==> config.mk <==
export PLATFORM = sky130hd
export DESIGN_NAME = regfile_write_arbiter
export DESIGN_NICKNAME = d
export VERILOG_FILES = /design/src/rtl/regfile_write_arbiter.sv
export SDC_FILE = /design/constraint.sdc
export NUM_CORES = 1
export LEC_CHECK = 0
export BUFFER_PORTS_ARGS = -buffer_cell sky130_fd_sc_hd__buf_2
export CORE_ASPECT_RATIO = 1.25
export CORE_MARGIN = 8
export CORE_UTILIZATION = 35
export CTS_BUF_LIST = sky130_fd_sc_hd__clkbuf_8
export CTS_CLUSTER_SIZE = 10
export DETAILED_ROUTE_END_ITERATION = 7
export HOLD_SLACK_MARGIN = 0.12
export PLACE_DENSITY = 0.7
export SKIP_LAST_GASP = 1
export SLEW_MARGIN = 5
export SYNTH_ARGS = -nofsm -noshare
export SYNTH_HDL_FRONTEND = slang
export SYNTH_SLANG_ARGS = --single-unit
==> constraint.sdc <==
create_clock -name clk -period 2.5 [get_ports clk]
set_input_delay 0.375 -clock clk [delete_from_list [all_inputs] [get_ports clk]]
set_output_delay 0.375 -clock clk [all_outputs]
set_load 0.01 [all_outputs]
==> src/rtl/regfile_write_arbiter.sv <==
// Round-robin arbiter that shares the register file's single write port among
// several valid/ready requesters and drives a registered write triple.
module regfile_write_arbiter #(
  parameter int WORD_LEN  = 8,
  parameter int ADDR_LEN  = 4,
  parameter int REQ_COUNT = 4,
  parameter int ID_LEN    = $clog2(REQ_COUNT)
) (
  input  logic                          clk,
  input  logic                          rst,
  input  logic                          stall,
  input  logic [REQ_COUNT-1:0]          req_valid,
  input  logic [REQ_COUNT*ADDR_LEN-1:0] req_addr,
  input  logic [REQ_COUNT*WORD_LEN-1:0] req_data,
  output logic [REQ_COUNT-1:0]          req_ready,
  output logic                          write_en,
  output logic [ADDR_LEN-1:0]           write_addr,
  output logic [WORD_LEN-1:0]           data_in,
  output logic [ID_LEN-1:0]             grant_id,
  output logic                          grant_valid
);

  // One extra bit so rr_ptr + offset never overflows before the wrap correction.
  localparam int IDX_W = ID_LEN + 1;

  logic [ID_LEN-1:0]   rr_ptr;
  logic [ID_LEN-1:0]   winner;
  logic [ID_LEN-1:0]   next_ptr;
  logic                found;
  logic                transfer;
  logic [IDX_W-1:0]    idx;
  logic [ADDR_LEN-1:0] sel_addr;
  logic [WORD_LEN-1:0] sel_data;

  always_comb begin
    found  = 1'b0;
    winner = '0;
    idx    = '0;
    for (int k = 0; k < REQ_COUNT; k++) begin
      idx = {1'b0, rr_ptr} + IDX_W'(k);
      if (idx >= IDX_W'(REQ_COUNT)) begin
        idx = idx - IDX_W'(REQ_COUNT);
      end
      if (!found && req_valid[idx[ID_LEN-1:0]]) begin
        found  = 1'b1;
        winner = idx[ID_LEN-1:0];
      end
    end
  end

  // The ready path depends only on valid, stall, rst and the pointer, never on addr/data.
  always_comb begin
    req_ready = '0;
    if (found && !stall && !rst) begin
      req_ready[winner] = 1'b1;
    end
  end

  assign transfer = |(req_ready & req_valid);
  assign next_ptr = (winner == ID_LEN'(REQ_COUNT - 1)) ? '0 : winner + 1'b1;

  always_comb begin
    sel_addr = '0;
    sel_data = '0;
    for (int i = 0; i < REQ_COUNT; i++) begin
      if (winner == ID_LEN'(i)) begin
        sel_addr = req_addr[i*ADDR_LEN +: ADDR_LEN];
        sel_data = req_data[i*WORD_LEN +: WORD_LEN];
      end
    end
  end

  always_ff @(posedge clk) begin
    if (rst) begin
      rr_ptr     <= '0;
      write_en   <= 1'b0;
      write_addr <= '0;
      data_in    <= '0;
      grant_id   <= '0;
    end else begin
      write_en <= transfer;
      if (transfer) begin
        write_addr <= sel_addr;
        data_in    <= sel_data;
        grant_id   <= winner;
        rr_ptr     <= next_ptr;
      end
    end
  end

  assign grant_valid = write_en;

endmodule
# Yosys cells after proc, flatten, opt, wreduce, memory -nomap -nowiden

Cells that the tools add are included.

Bits of input ports: 55
Output and inout bits: 20
Logic and storage cells: 72
Flip-flop bits (word level): 17

Bitwise logic cells: 1
Mux-type cells: 32
$add $sub $neg: 8
Reduce and logical (&&, ||, !) cells: 13
Magnitude comparators: 10
Equality and inequality tests: 3

Operators with widths:

| operator            | count |
|---|---|
| $mux 8              | 4 |
| $mux 4              | 5 |
| $mux 2              | 9 |
| $lt 2x3->1 const B  | 5 |
| $ge 3x3->1 const B  | 3 |
| $mux 1              | 9 |
| $bmux 1 s2          | 4 |
| $sub 2x1->2 const B | 4 |
| $add 2x2->3 const B | 2 |
| $logic_and 1x1->1   | 6 |
| $logic_not 1->1     | 5 |
| $and 4x4->4         | 1 |
| $eq 2x2->1 const B  | 2 |
| $reduce_or 4->1     | 1 |
| $add 2x1->3 const B | 1 |
| $ge 2x3->1 const B  | 1 |
| $add 2x1->2 const B | 1 |
| $demux 1 s2         | 1 |
| $eq 2x1->1 const B  | 1 |
| $ge 2x1->1 const B  | 1 |
| $logic_not 2->1     | 1 |

# Depth between registers and ports, before layout

Gate-level depths: netlist of the first run.

Depth in word-level cells: 21
Gate-level depth with buffers: 13
Gate-level depth less buffers: 10

# Worst setup path before layout of the first run

No wires, ideal clock.

Path kind: input -> register
Start point: input port req_valid[2]
End point: register data_in[4]
Arrival: 2.160 ns
Path buffers: 3
Setup time: 0.136 ns
Required time: 2.364 ns
Cell stages on the path: 13
Setup slack: 0.204 ns
Cells stage by stage: nor2b_1 > a21boi_0 > o31ai_1 > inv_1 > ha_1 > buf_4 > a22oi_2 > a211o_1 > buf_6 > inv_4 > buf_6 > nor2_1 > nor3_2

Cells in the longest elaborated chain, start to end: 19
Elaborated cells on any way between the ends: 40
Those cells by class: order compare (2); eq/ne (3); mux (23); bitwise (1); reduce/logical (11)

Ends and longest elaborated chain:

| what                                                                  | RTL line | text |
|---|---|---|
| start, declared                                                       | 12       | `input logic [REQ_COUNT-1:0] req_valid,` |
| $bmux 1 s2                                                            | 44       | `if (!found && req_valid[idx[ID_LEN-1:0]]) begin` |
| $mux 1 (not written as such)                                          | 44       |  |
| $mux 1                                                                | 44       |  |
| $logic_not 1->1                                                       | 44       |  |
| $logic_and 1x1->1                                                     | 44       |  |
| $mux 1                                                                | 44       |  |
| $logic_not 1->1                                                       | 44       |  |
| $logic_and 1x1->1                                                     | 44       |  |
| (+4 left out)                                                         | --       |  |
| named net winner[1]                                                   | 27       | `logic [ID_LEN-1:0] winner;` |
| $lt 2x3->1 (not written as such) / $ge 2x1->1 (equally long branches) | 55       | `req_ready[winner] = 1'b1;` |
| $logic_and 1x1->1 (not written as such)                               | 55       |  |
| $mux 1 (not written as such)                                          | 55       |  |
| $demux 1 s2                                                           | 55       |  |
| $mux 4                                                                | 54       | `if (found && !stall && !rst) begin` |
| $and 4x4->4                                                           | 59       | `assign transfer = \|(req_ready & req_valid);` |
| $reduce_or 4->1                                                       | 59       |  |
| end signal, assigned                                                  | 84       | `data_in <= sel_data;` |
| end, declared                                                         | 18       | `output logic [WORD_LEN-1:0] data_in,` |

The timed path passes the listed nets; every way through them passes the cells marked *. The select of a mux whose other input is x is not followed.
A chain may end at the register's enable or synchronous reset.

# Worst setup path in the final report of the first run

Start point: register rr_ptr[1]
End point: output port req_ready[3]

Cells in the longest elaborated chain, start to end: 19
Elaborated cells on any way between the ends: 45
Those cells by class: add/sub (7); order compare (6); mux (23); reduce/logical (9)

Ends and longest elaborated chain:

| what                                                                  | RTL line | text |
|---|---|---|
| start, declared                                                       | 26       | `logic [ID_LEN-1:0] rr_ptr;` |
| start signal, assigned                                                | 86       | `rr_ptr <= next_ptr;` |
| parallel branches: the longest is 13 deep, another holds $add 2x1->3  | --       |  |
| $mux 2 *                                                              | 44       |  |
| named net winner[1]                                                   | 27       |  |
| $lt 2x3->1 (not written as such) / $ge 2x1->1 (equally long branches) | 55       |  |
| $logic_and 1x1->1 (not written as such)                               | 55       |  |
| $mux 1 (not written as such)                                          | 55       |  |
| $demux 1 s2 *                                                         | 55       |  |
| $mux 4 *                                                              | 54       |  |
| end, declared                                                         | 15       | `output logic [REQ_COUNT-1:0] req_ready,` |

Mark *: on every way through the listed nets, which the timed path passes. The select of a mux whose other input is x is not followed.

==> results.toml, run 1 <==
[job]
drv_cap = 0

[synth]
ys_types = 30
synth_cells = 153
synth_area_per_cell_um2 = 8.12
synth_seq_area_share_pct = 27.4
synth-edff-count = 0
synth_async_sr_flop_share_pct = 0
synth_ff_type = "dfxtp_1"
synth_fp_nets = 212
synth_seq_cells = 17
ys_warn_count = 0
synth_area_um2 = 1240

[cells_and_area]
drive_above_1_share_pct = 45.8
final_cells = 264
n_fill_cell = 359
area_growth_pct = 37.0
nets = 285
fin_area_um2 = 1700
layout_commonest_cell = "buf_2"
layout_common_cells = "74 x buf_2, 17 x dfxtp_1, 15 x nor2_1, 15 x a21oi_1, 14 x inv_1"
num_antenna_cells = 0
finish.utilization_pct = 49.3

[worst_setup_path]
path_class = "reg2out"
required_ns = 2.12
cp-end-kind = "output port"
critPathArrivalTime_ns = 2.01
worst-path-max-fanout = 18
worstSetupStartpointType = "flip-flop"

[clock_network]
clock_sinks = 17
clock_path_buffers = 2
clkSlewWorstSetupHoldPaths_ns = 0.07
clk_latency_ns = 0.25
postCtsHoldBufs = 0
clockRootBuffer = "clkbuf_8"
cts_tree = "built"
cts_htree_levels = 1
cts_buffers = 3

[sta]
fin_crit_ns = 2.39
tightest_slew_ns = 0.438
final_hold_viol_count = 0
final-setup-viol-count = 0
post-route-period-util_pct = 95.5
fmax_mhz = 419
max-slew-margin-rel_pct = 70.8
skew_ns = 0.00627
finalSetupTns_ns = 0
slew_violations = 0

[placed_design]
post-place-cells = 260
place_area_um2 = 1650
port-buffer-count = 74
place.gp.congestion = 0.930
dp_hpwl_um = 3300

[run_status]
status = "completed"

[drt]
wl_per_cell_um = 15.7
dr.first_iter.drc_count = 50
antenna_left = 0
via_per_inst = 5.23
drt_wl_total_um = 4140
drc = 0
vias = 1381
drt-pass1-iter-count = 4

[power_and_ir_drop]
power.density_nw_per_um2 = 487
leakagePower_nw = 0.828
vdd_drop_max_v = 0.000333
total_power_w = 0.000828

[global_routing]
grt.met1_usage_pct = 15.9
grt_pass1_wl_um = 6680
top_usage_layer = "met2"
grt.total_usage_pct = 13.8
grt_antenna_before_repair = 0
grt-ovfl-total = 0
globalRouteMet3Util_pct = 3.70
grt_max_degree = 19
grt_pass1_vias = 1455
grt_use_met2_pct = 24.2

[die]
die_y_um = 82.6
start_util_pct = 36.0
core-area_um2 = 3450
io_pins = 75
std_cell_rows = 24
die_x_um = 69.3
die_area_um2 = 5720

[hold_path]
min_path_type = "in2reg"
[cell type report]
type | count | area (µm²) | area share [%]
Clock buffer | 3 | 41.3 | 2.43
Clock inverter | 1 | 5.00 | 0.294
Inverter | 15 | 58.8 | 3.46
Multi-Input combinational cell | 106 | 757 | 44.5
Sequential cell | 17 | 340 | 20.0
Tap cell | 39 | 48.8 | 2.87
Timing Repair Buffer | 83 | 450 | 26.5
[stage by stage]
stage / hold slack [ns] / setup WS [ns]
2_1_floorplan: 0.466 / 0.204
3_3_place_gp: 0.455 / 0.0167
3_5_place_dp: 0.459 / -0.0571
4_1_cts: 0.446 / 0.0546
5_1_grt: 0.452 / -0.0130
6_report: 0.442 / 0.113
[worst max-delay path, cell delays in order, from the launching register on]
cell	delay, ns
dfxtp_1	0.40
a21boi_0	0.15
o31ai_2	0.33
inv_1	0.12
ha_1	0.24
buf_4	0.22
and3_1	0.17
buf_2	0.13
[Yosys cell counts (3+ instances only)]
cell type  count  share of area [%]
a211oi_1       8                4.8
a211oi_2       5                5.0
a21oi_1       15                6.0
a221oi_1      12                8.5
and3_1         4                2.0
buf_2          4                1.6
buf_6          3                2.7
clkbuf_1       5                1.5
dfxtp_1       17                 27
ha_1           4                4.0
inv_1         14                4.2
nand2_1        3               0.91
nand3b_1      13                7.9
nor2_1        15                4.5
nor2b_1        4                2.0
nor3_1         5                2.0
nor3_2         7                5.6
[cells by family (layout without fill, tap and decap cells)]
group / after synthesis / after routing / share of synthesized area (%)
and+or+nand+nor: 52 / 52 / 25.6
DFF: 17 / 17 / 27.4
adders and majority gates: 4 / 4 / 4.03
buffers and inverters: 30 / 102 / 12.1
AOI/OAI and AO/OA: 50 / 50 / 30.9
[where the power goes]
part	internal [W]	leakage [nW]	switching [W]
sequential	0.000291	0.139	0.0000113
clock	0.000110	0.0255	0.0000923
combinational	0.000147	0.664	0.000176
[routing by layer]
metal | wire length (µm) | up-vias
li1 | - | 702
met1 | 1800 | 622
met2 | 1990 | 49
met3 | 258 | 8
met4 | 88 | 0
met5 | 0 | -
[worst paths after layout]
| check | start | end | slack (ns) | cells after the start |
|---|---|---|---|---|
| setup / recovery | rr_ptr[1] | req_ready[3] | 0.11 | 7 |
| setup reg to reg | rr_ptr[0] | grant_id[1] | 0.22 | 11 |
| hold reg to reg | grant_id[1] | grant_id[1] | 0.47 | 2 |
| hold / removal | req_data[29] | data_in[5] | 0.44 | 3 |
[flip-flops by register name (all words and copies together) (netlist names)]
register,count
data_in,8
grant_id,2
grant_valid,1
rr_ptr,2
write_addr,4
[timing repair]
action | CTS | global route
gates resized for setup | 0 | 1
setup buffers | 0 | 0
endpoints found under the setup margin | 0 | 2
(Power assumes the default switching activity.)
==> run 2: changes to the inputs <==
Settings changed: RECOVER_POWER set to 25.
==> run 2 against run 1 <==
Against the previous run: first-iteration DRC count unchanged; clock power is essentially flat; critical endpoint unchanged; die area stayed put; flip-flop and latch count did not move; setup slack hardly changed.
==> results.toml, run 2 (same netlist as run 1, synthesis figures left out) <==
[run_status]
status = "completed"

[sta]
final_hold_viol_count = 0
setup_ws_ns = 0.113
whs_ns = 0.442
max-slew-margin-rel_pct = 70.8
fmax_mhz = 419
slew_violations = 0
skew_ns = 0.00619
final-setup-viol-count = 0
post-route-period-util_pct = 95.5
fin_crit_ns = 2.39
tightest_slew_ns = 0.439

[clock_network]
clk_latency_ns = 0.25
clock_sinks = 17
cts_htree_levels = 1
clkSlewWorstSetupHoldPaths_ns = 0.07
clock_path_buffers = 2
cts_buffers = 3
clockRootBuffer = "clkbuf_8"
cts_tree = "built"

[die]
die_area_um2 = 5720
core-area_um2 = 3450
die_x_um = 69.3
start_util_pct = 36.0
std_cell_rows = 24
die_y_um = 82.6
io_pins = 75

[drt]
vias = 1402
drc = 0
drt_wl_total_um = 4140
antenna_left = 0
wl_per_cell_um = 15.7
via_per_inst = 5.31
dr.first_iter.drc_count = 50
drt-pass1-iter-count = 4

[cells_and_area]
area_growth_pct = 36.1
reg_top3 = "data_in: 8 flops, write_addr: 4 flops"
layout_commonest_cell = "buf_2"
top_register = "data_in"
num_antenna_cells = 0
nets = 285
drive_above_1_share_pct = 41.8
fin_area_um2 = 1690
largest_reg_flops = 8
layout_common_cells = "65 x buf_2, 17 x dfxtp_1, 15 x nor2_1, 15 x a21oi_1, 14 x inv_1"

[placed_design]
place.gp.congestion = 0.930
dp_hpwl_um = 3300
place_area_um2 = 1650
port-buffer-count = 74
dp_slack_ns = -0.0571

[global_routing]
grt.total_usage_pct = 13.8
grt_antenna_before_repair = 0
grt_pass1_wl_um = 6680
grt_max_degree = 19
grt_pass1_vias = 1455
grt-ovfl-total = 0

[worst_setup_path]
cp-end-kind = "output port"
critPathArrivalTime_ns = 2.01
path_class = "reg2out"
required_ns = 2.12
worst-path-max-fanout = 18
worstSetupStartpointType = "flip-flop"

[power_and_ir_drop]
p_switching_w = 0.000280
pwr-share-seq_pct = 36.7
clock_power_share_pct = 24.6
switching_share_pct = 33.9
leakagePower_nw = 0.790
combPwrFrac_pct = 38.8
vdd_drop_max_v = 0.000333
intPower_w = 0.000546
power.density_nw_per_um2 = 488

[job]
drv_cap = 0

[hold_path]
min_path_type = "in2reg"
[run 2: path summary, 6_finish.rpt]
| check | start | to | slack, ns | cells after the start |
|---|---|---|---|---|
| min reg2reg | grant_id[1] | grant_id[1] | 0.47 | 2 |
| max reg2reg | rr_ptr[0] | grant_id[1] | 0.23 | 11 |
| max | rr_ptr[1] | req_ready[3] | 0.11 | 7 |
| min | req_data[29] | data_in[5] | 0.44 | 3 |
[run 2: what timing repair did]
action / 4_1_cts / 5_1_grt
buffers inserted: 0 / 0
endpoints found under the setup margin: 0 / 2
gates resized for setup: 0 / 1
hold buffers: 0 / 0
[run 2: final cells by class]
class,count,area (µm²)
multi-input combinational,106,757
clock buffer,3,41.3
clock inverter,1,5.00
timing repair buffer,83,439
inverter,15,58.8
fill,365,1760
sequential,17,340
tap,39,48.8
[run 2: stage by stage]
stage	std cells	setup TNS (ns)	total power (W)	util, %
2_1_floorplan	153	0	0.000508	-
3_3_place_gp	260	0	0.000626	47.8
3_5_place_dp	260	-0.0932	0.000630	47.8
4_1_cts	264	0	0.000832	49.1
5_1_grt	264	-0.0130	0.000881	48.9
6_report	264	0	0.000825	48.9
[run 2: power groups by stage]
stage / registers, W / logic, W / clock network (W)
6_report: 0.000303 / 0.000320 / 0.000203
5_1_grt: 0.000305 / 0.000354 / 0.000221
4_1_cts: 0.000302 / 0.000323 / 0.000206
3_5_place_dp: 0.000308 / 0.000322 / 0
3_3_place_gp: 0.000308 / 0.000317 / 0
2_1_floorplan: 0.000315 / 0.000193 / 0
[run 2: layer usage]
layer  global-route usage (%)  routed length [µm]  vias to the layer above
li1                         -                   -                      704
met1                     15.9                1800                      637
met2                     24.2                1990                       53
met3                     3.70                 258                        8
met4                     5.13                  88                        0
met5                        0                   0                        -
[run 2: worst max-delay path, stage by stage (launching register included)]
cell and delay, ns:
dfxtp_1 0.40, a21boi_0 0.15, o31ai_2 0.33, inv_1 0.12, ha_1 0.24, buf_4 0.22, and3_1 0.17, buf_2 0.13
